### src/rtl/seq_mag_comp_pkg.sv
// Shared compare codes and FSM state encodings for the magnitude
// comparator, branch unit and SLT logic.
package comp_pkg;

  localparam logic [2:0] CMP_GT = 3'b100;
  localparam logic [2:0] CMP_EQ = 3'b010;
  localparam logic [2:0] CMP_LT = 3'b001;

  typedef enum logic [1:0] {
    S_IDLE = 2'd0,
    S_BUSY = 2'd1,
    S_DONE = 2'd2
  } state_t;

endpackage

### src/rtl/seq_mag_comp_if.sv
// Operand request and result handshakes for the sequential
// magnitude comparator.
interface seq_mag_comp_if #(
    parameter int WIDTH = 32,
    parameter int CHUNK = 8
);
    localparam int NCHUNK = WIDTH / CHUNK;
    localparam int CW     = $clog2(NCHUNK + 1);

    logic             in_valid;
    logic             in_ready;
    logic [WIDTH-1:0] a;
    logic [WIDTH-1:0] b;
    logic             is_signed;
    logic             out_valid;
    logic             out_ready;
    logic [2:0]       out;
    logic [CW-1:0]    cycles;

    modport master (
        output in_valid, a, b, is_signed, out_ready,
        input  in_ready, out_valid, out, cycles
    );

    modport slave (
        input  in_valid, a, b, is_signed, out_ready,
        output in_ready, out_valid, out, cycles
    );

endinterface

### src/rtl/seq_mag_comp_chunk.sv
// One chunk of the magnitude compare: unsigned compare with an
// optional sign-bit flip that turns it into a two's-complement compare.
module comp_chunk
    import comp_pkg::*;
#(
    parameter int CHUNK = 8
) (
    input  logic [CHUNK-1:0] a_i,
    input  logic [CHUNK-1:0] b_i,
    input  logic             flip_msb_i,
    output logic [2:0]       res_o
);

    logic [CHUNK-1:0] msk;
    logic [CHUNK-1:0] xa;
    logic [CHUNK-1:0] xb;

    always_comb begin
        msk            = '0;
        msk[CHUNK-1]   = flip_msb_i;
        xa             = a_i ^ msk;
        xb             = b_i ^ msk;
        res_o          = CMP_EQ;
        unique case (1'b1)
            (xa > xb): res_o = CMP_GT;
            (xa < xb): res_o = CMP_LT;
            default:   res_o = CMP_EQ;
        endcase
    end

endmodule

### src/rtl/seq_mag_comp.sv
// Multi-cycle magnitude comparator: walks operands MSB chunk first
// and stops at the first unequal chunk.
module seq_mag_comp
    import comp_pkg::*;
#(
    parameter int WIDTH = 32,
    parameter int CHUNK = 8
) (
    input  logic          clk,
    input  logic          rst_n,
    seq_mag_comp_if.slave bus
);

    localparam int NCHUNK = WIDTH / CHUNK;
    localparam int CW     = $clog2(NCHUNK + 1);
    localparam int IW     = (NCHUNK > 1) ? $clog2(NCHUNK) : 1;
    localparam logic [IW-1:0] IDX_TOP = IW'(NCHUNK - 1);

    state_t           state_q;
    logic [WIDTH-1:0] a_q;
    logic [WIDTH-1:0] b_q;
    logic             sgn_q;
    logic [IW-1:0]    idx_q;
    logic [2:0]       out_q;
    logic [CW-1:0]    cyc_q;

    logic [CHUNK-1:0] ca;
    logic [CHUNK-1:0] cb;
    logic             flip;
    logic [2:0]       cres;

    assign ca   = a_q[int'(idx_q)*CHUNK +: CHUNK];
    assign cb   = b_q[int'(idx_q)*CHUNK +: CHUNK];
    assign flip = sgn_q && (idx_q == IDX_TOP);

    comp_chunk #(.CHUNK(CHUNK)) u_chunk (
        .a_i        (ca),
        .b_i        (cb),
        .flip_msb_i (flip),
        .res_o      (cres)
    );

    always_ff @(posedge clk or negedge rst_n) begin
        if (!rst_n) begin
            state_q <= S_IDLE;
            a_q     <= '0;
            b_q     <= '0;
            sgn_q   <= 1'b0;
            idx_q   <= '0;
            out_q   <= CMP_EQ;
            cyc_q   <= '0;
        end else begin
            unique case (state_q)
                S_IDLE: begin
                    if (bus.in_valid) begin
                        a_q     <= bus.a;
                        b_q     <= bus.b;
                        sgn_q   <= bus.is_signed;
                        idx_q   <= IDX_TOP;
                        state_q <= S_BUSY;
                    end
                end
                S_BUSY: begin
                    if (cres != CMP_EQ) begin
                        out_q   <= cres;
                        cyc_q   <= CW'(NCHUNK) - CW'(idx_q);
                        state_q <= S_DONE;
                    end else if (idx_q == '0) begin
                        out_q   <= CMP_EQ;
                        cyc_q   <= CW'(NCHUNK);
                        state_q <= S_DONE;
                    end else begin
                        idx_q   <= idx_q - 1'b1;
                    end
                end
                S_DONE: begin
                    if (bus.out_ready) state_q <= S_IDLE;
                end
                default: state_q <= S_IDLE;
            endcase
        end
    end

    assign bus.in_ready  = (state_q == S_IDLE);
    assign bus.out_valid = (state_q == S_DONE);
    assign bus.out       = out_q;
    assign bus.cycles    = cyc_q;

endmodule
### src/flat_wrapper.sv
// flat-port wrapper written by rule: the top's interface ports become plain ports
module seq_mag_comp_flat import comp_pkg::*;
#(
    parameter int WIDTH = 32,
    parameter int CHUNK = 8
)
  (clk, rst_n, bus_in_valid, bus_a, bus_b, bus_is_signed, bus_out_ready, bus_in_ready, bus_out_valid, bus_out, bus_cycles);
  seq_mag_comp_if #(.WIDTH(WIDTH), .CHUNK(CHUNK)) bus_i ();
  input  logic clk;
  input  logic rst_n;
  input wire logic [$bits(bus_i.in_valid)-1:0] bus_in_valid;
  input wire logic [$bits(bus_i.a)-1:0] bus_a;
  input wire logic [$bits(bus_i.b)-1:0] bus_b;
  input wire logic [$bits(bus_i.is_signed)-1:0] bus_is_signed;
  input wire logic [$bits(bus_i.out_ready)-1:0] bus_out_ready;
  output wire logic [$bits(bus_i.in_ready)-1:0] bus_in_ready;
  output wire logic [$bits(bus_i.out_valid)-1:0] bus_out_valid;
  output wire logic [$bits(bus_i.out)-1:0] bus_out;
  output wire logic [$bits(bus_i.cycles)-1:0] bus_cycles;
  assign bus_i.in_valid = bus_in_valid;
  assign bus_i.a = bus_a;
  assign bus_i.b = bus_b;
  assign bus_i.is_signed = bus_is_signed;
  assign bus_i.out_ready = bus_out_ready;
  assign bus_in_ready = bus_i.in_ready;
  assign bus_out_valid = bus_i.out_valid;
  assign bus_out = bus_i.out;
  assign bus_cycles = bus_i.cycles;
  seq_mag_comp #(.WIDTH(WIDTH), .CHUNK(CHUNK)) u_core (.clk(clk), .rst_n(rst_n), .bus(bus_i));
endmodule
### config.mk
export PLATFORM = sky130hd
export DESIGN_NAME = seq_mag_comp_flat
export DESIGN_NICKNAME = d
export VERILOG_FILES = /design/src/rtl/seq_mag_comp_pkg.sv /design/src/rtl/seq_mag_comp_if.sv /design/src/rtl/seq_mag_comp_chunk.sv /design/src/rtl/seq_mag_comp.sv /design/src/flat_wrapper.sv
export SDC_FILE = /design/constraint.sdc
export NUM_CORES = 1
export LEC_CHECK = 0
export CAP_MARGIN = 20
export CORE_ASPECT_RATIO = 0.5
export CORE_MARGIN = 2
export CORE_UTILIZATION = 50
export CTS_CLUSTER_DIAMETER = 150
export DETAILED_ROUTE_END_ITERATION = 6
export GPL_TIMING_DRIVEN = 0
export PLACE_DENSITY = 0.9
export SYNTH_ARGS = -nofsm -noshare
export SYNTH_HDL_FRONTEND = slang
export SYNTH_SLANG_ARGS = --single-unit
### constraint.sdc
create_clock -name clk -period 5.4 [get_ports clk]
set_clock_uncertainty 0.05 [all_clocks]
set_input_delay 1.62 -clock clk [delete_from_list [all_inputs] [get_ports clk]]
set_output_delay 1.62 -clock clk [all_outputs]
set_load 0.01 [all_outputs]
After elaboration in Yosys (flattened, before gate mapping)
Cells that the tools add are included.
{"block": "totals", "register_bits": 75, "input_bits": 69}
{"block": "classes", "n_bitwise": 2, "n_shift": 2, "order_cmp": 2, "n_mux": 14, "n_reduce_logical": 9, "add_sub_neg": 2, "eq_ne": 9}
{"op": "32-bit by 6-bit indexed part select with 8-bit output", "count": 2}
{"op": "8-bit bitwise XOR", "count": 2}
{"op": "2-bit 2-to-1 mux", "count": 7}
{"op": "3-bit 2-to-1 mux", "count": 4}
{"op": "8-bit > comparator", "count": 1}
{"op": "8-bit < comparator", "count": 1}
{"op": "2-bit inequality test (second input constant)", "count": 4}
{"op": "2-bit one-hot mux with 3 select lines", "count": 1}
{"op": "3-bit one-hot mux with 2 select lines", "count": 1}
{"op": "2-bit == test (second input constant)", "count": 2}
{"op": "2-bit zero test", "count": 2}
{"op": "2-bit one-hot mux with 2 select lines", "count": 1}
{"op": "2-bit AND reduction", "count": 2}
{"op": "4-bit AND reduction", "count": 1}
{"op": "2-bit nonzero test", "count": 2}
{"op": "3-bit by 1-bit inequality test with 1-bit output (second input constant)", "count": 1}
{"op": "3-bit by 2-bit inequality test with 1-bit output (second input constant)", "count": 1}
{"op": "3-bit AND reduction", "count": 1}
{"op": "3-bit by 2-bit subtractor with 3-bit output (first input constant)", "count": 1}
{"op": "2-bit by 1-bit == test with 1-bit output (second input constant)", "count": 1}
{"op": "2-bit by 1-bit subtractor with 2-bit output (second input constant)", "count": 1}
{"op": "1-bit logical AND", "count": 1}

Longest topological paths before layout
{"block": "depth", "word_depth": 8, "mapped_depth": 10}

Modules after synthesis
Synthesis repeated with hierarchy kept, for this count alone.
{"block": "hier_totals", "cells_unflattened": 231, "area_unflattened_um2": 3494.6}
{"module": "seq_mag_comp", "seq_area_each_um2": 1878.1, "cells_each": 197, "area_each_um2": 3253.1, "instances": 1}
{"module": "comp_chunk", "seq_area_each_um2": 0.0, "cells_each": 34, "area_each_um2": 241.5, "instances": 1}

Worst setup path after synthesis
Ideal clock, no wire load.
{"block": "synth_timing", "path_kind": "register to register", "from": "register u_core.idx_q[0]", "to": "register u_core.out_q[0], in the netlist u_core.bus.out[0]", "period_less_slack_ns": 2.835, "setup_slack_ns": 2.565, "path_stages_with_launch": 10, "arrival_ns": 2.667, "required_time_ns": 5.232, "path_buffers": 2, "cell_sequence": "dfrtp_1 -> buf_2 -> buf_4 -> mux4_2 -> ha_1 -> nor2b_1 -> o211a_1 -> o31a_4 -> and2_4 -> a21o_1"}
{"block": "synth_between", "elab_chain_cells": 8, "elab_cells_between_ends": 14, "classes_between": "order compare (2); eq/ne (2); shift (2); mux (2); bitwise (2); reduce/logical (4)"}
{"element": "start: declaration", "line": "seq_mag_comp.sv:23", "source": "logic [IW-1:0] idx_q;"}
{"element": "start signal: assignment", "line": "seq_mag_comp.sv:73", "source": "idx_q <= idx_q - 1'b1;"}
{"element": "parallel branches: the longest is 8 deep, another holds 8-bit < comparator"}
{"element": "end signal: assignment", "line": "seq_mag_comp.sv:65", "source": "out_q <= cres;"}
{"element": "end: declaration", "line": "seq_mag_comp.sv:24", "source": "logic [2:0] out_q;"}
Several ways; the timed one is not identified.
A chain may end at the register's enable or synchronous reset.

Worst setup path in the final report
{"block": "layout_timing", "from": "register u_core.state_q[1]", "to": "output port bus_out_valid"}
{"block": "layout_between", "elab_chain_cells": 1}
{"element": "start: declaration", "line": "seq_mag_comp.sv:19", "source": "state_t state_q;"}
{"element": "start signal: assignment", "line": "seq_mag_comp.sv:45", "source": "state_q <= S_IDLE;"}
{"element": "start signal: assignment", "line": "seq_mag_comp.sv:60", "source": "state_q <= S_BUSY;"}
{"element": "start signal: assignment", "line": "seq_mag_comp.sv:67", "source": "state_q <= S_DONE;"}
{"element": "2-bit == test", "line": "seq_mag_comp.sv:85", "source": "assign bus.out_valid = (state_q == S_DONE);"}
{"element": "end: declaration", "line": "flat_wrapper.sv:17", "source": "output wire logic [$bits(bus_i.out_valid)-1:0] bus_out_valid;"}
Every way passes these cells.

==> results.json <==
{
  "hp-class": "reg2reg",
  "rsz0062_at_grt": "false",
  "pin_count": 77,
  "die_h_microns": 63.2,
  "die_area_sq_um": 7720,
  "htree_levels": 3,
  "p_int_uw": 1750,
  "vias_per_cell": 5.38,
  "slowest_stage": "clkdlybuf4s50_1",
  "r2r-end": "u_core.bus.out[0]$_DFFE_PN0P_",
  "cpPeakStageDelay_ps": 530,
  "cpLargestDelayFamily": "buffers and inverters",
  "p_leak_uw": 0.00200,
  "clk_pin_slew_ps": 60,
  "status": "finished, final reports clean",
  "grt_usage_pct": 22.3,
  "p_per_area_nw_per_um2": 539,
  "netlist-cell-type-count": 36,
  "cts_max_path_buffers": 2,
  "coreArea_sq_um": 6730,
  "hold_viol_final": 0,
  "firstDrtPassIters": 4,
  "reg2reg_from": "u_core.idx_q[0]$_DFFE_PN0P_",
  "netSwitchingFraction_pct": 30.5,
  "met1_usage_pct": 28.5,
  "slew_violations": 0,
  "grt_pass1_wl_mm": 12.8,
  "min_from": "u_core.bus.cycles[2]$_DFFE_PN0P_",
  "grt_pass1_vias": 2521,
  "worstMarginPinSlew_ps": 931,
  "path_buf_inv": 2,
  "end_kind": "primary output",
  "cts_root_buf": "clkbuf_16",
  "start_util_pct": 52.0,
  "max-vdd-ir-drop_uv": 217,
  "final_util_pct": 69.2,
  "final_common_cell": "clkdlybuf4s50_1",
  "die_w_microns": 122,
  "grt.met3_usage_pct": 5.43,
  "post-route-period-util_pct": 60.3,
  "busiest_layer": "met2",
  "numCtsBuffers": 9,
  "ys_seq_elements": 75,
  "vias": 2248,
  "ant_nets": 0,
  "num_rows": 21,
  "netlist_instances": 234,
  "route.detailed.drc": 0,
  "start_kind": "flip-flop",
  "ys_seq_area_share_pct": 53.7,
  "critPathRequiredTime_ps": 3730,
  "crit_type": "reg2out",
  "max_cap_viol_count": 0,
  "antenna_found_initial": 0,
  "hpwl_mm": 5.39,
  "drtIter0Drc": 132,
  "wl_mm": 7.80,
  "min_path_cells": 2,
  "clkPwrFrac_pct": 22.7,
  "cts_setup_buffers": 0,
  "gp_congestion": 0.804,
  "relSlewSlack_pct": 37.9,
  "yosysWarningCount": 0,
  "syn-num-nets": 313,
  "path_cells": "or2b_1, inv_1, clkdlybuf4s50_1",
  "finalInstanceArea_sq_um": 4660,
  "clkLatencyLatePin_ps": 330,
  "cp_max_fo": 4,
  "r2r_slack_ps": 2280,
  "globalRouteOverflowTotal": 0,
  "min_to": "u_core.bus.cycles[2]$_DFFE_PN0P_",
  "fin_crit_ps": 3260,
  "layout_common_cells": "clkdlybuf4s50_1, dfrtp_1, mux2_2, mux4_2, inv_1",
  "hold_buffers": 0,
  "synth-async-reset-ratio_pct": 100,
  "cts_tree": "yes",
  "synth.avg_cell_area_sq_um": 15.0,
  "synth_edf_count": 0,
  "grt_max_degree": 76,
  "reg2reg_depth": 9,
  "cp_data_arrival_time_ps": 1590,
  "diodes": 0,
  "cts_resized": 0,
  "grt_use_met2_pct": 37.1,
  "drive_gt1_share_pct": 34.0,
  "dpl-instance-area_sq_um": 4370,
  "wl_per_cell_microns": 18.7,
  "pwr-share-comb_pct": 38.5,
  "setup_viol_count_final": 0,
  "finalNetCount": 400,
  "syn_area_sq_um": 3500,
  "tns_ps": 0,
  "fmax_mhz": 307,
  "synth_ff_type": "dfrtp_1",
  "syn2layout_area_growth_pct": 33.1,
  "port-buffer-count": 76,
  "p_sw_uw": 765,
  "clock_sinks": 75,
  "pwr-share-seq_pct": 38.8
}
cell type report:
| cell class | instances | area [sq um] |
|---|---|---|
| Timing Repair Buffer | 76 | 758 |
| Fill cell | 462 | 2070 |
| Multi-Input combinational cell | 136 | 1500 |
| Clock inverter | 2 | 10.0 |
| Clock buffer | 14 | 274 |
| Tap cell | 92 | 115 |
| Sequential cell | 75 | 1880 |
| Inverter | 11 | 41.3 |
| Buffer | 12 | 80.1 |
power by group through the flow:
stage               Clock [uW]  Combinational, uW  Sequential (uW)
floorplan                    0                706              931
global placement             0                912              952
detailed placement           0                958              976
CTS                        571                973              972
global route               599               1060             1000
finish                     570                966              974
routing by layer:
metal,wire length (microns),part of all wire [%]
met1,3430,44
met2,3850,49
met3,372,4.8
met4,148,1.9
met5,0,0
synth_stat cells (all sizes together) (2+ instances only):
| master | count | area [sq um] |
|---|---|---|
| nand3 | 2 | 10.0 |
| o21ai | 5 | 25.0 |
| mux2 | 65 | 732 |
| a21oi | 6 | 30.0 |
| dfrtp | 74 | 1850 |
| buf | 11 | 76.3 |
| ha | 10 | 125 |
| nor2 | 3 | 11.3 |
| nand2 | 7 | 26.3 |
| inv | 11 | 41.3 |
| nand4 | 2 | 12.5 |
| mux4 | 16 | 360 |
| mux2i | 2 | 20.0 |
| nor2b | 2 | 12.5 |
| and2 | 2 | 15.0 |
state kept, by name, summed over array words and instances (netlist names):
name               flops
u_core.b_q            32
u_core.a_q            32
u_core.sgn_q           1
u_core.bus.cycles      3
u_core.state_q         2
u_core.idx_q           2
u_core.bus.out         3
worst min-delay path: stages, from the launching register on:
cell     delay [ps]
dfrtp_1         340
nand2_1          60
nand2_1          60
cells by family (layout without fill, tap and decap cells):
logic type,after synthesis,in the layout,share of synthesized area (%)
xor+xnor,2,2,0.501
compound gates,17,17,3.25
buf+inv,23,115,3.47
mux,83,83,31.8
flops,75,75,53.7
fa+ha+maj,10,10,3.58
simple gates,24,24,3.75
how the worst max path moves through the flow:
stage                                    end  cells past startpoint                           from
6_report                       bus_out_valid                      3  u_core.state_q[1]$_DFFE_PN0P_
3_5_place_dp      u_core.b_q[17]$_DFFE_PN0P_                      6                   bus_in_valid
2_1_floorplan  u_core.bus.out[0]$_DFFE_PN0P_                      9    u_core.idx_q[0]$_DFFE_PN0P_
4_1_cts                        bus_out_valid                      3  u_core.state_q[0]$_DFFE_PN0P_
3_3_place_gp      u_core.b_q[15]$_DFFE_PN0P_                      1                          rst_n
5_1_grt                        bus_out_valid                      3  u_core.state_q[0]$_DFFE_PN0P_
through the flow:
step                      hold WS [ps]  worst slack, ps  total power, uW  instances
after floorplan                    402             2570             1640        234
after CTS                          437             2150             2520        418
after global placement             413              378             1860        402
after detailed placement           422             2200             1930        402
after global routing               461             2080             2660        418
final                              431             2140             2510        418
(Power assumes the default switching activity.)
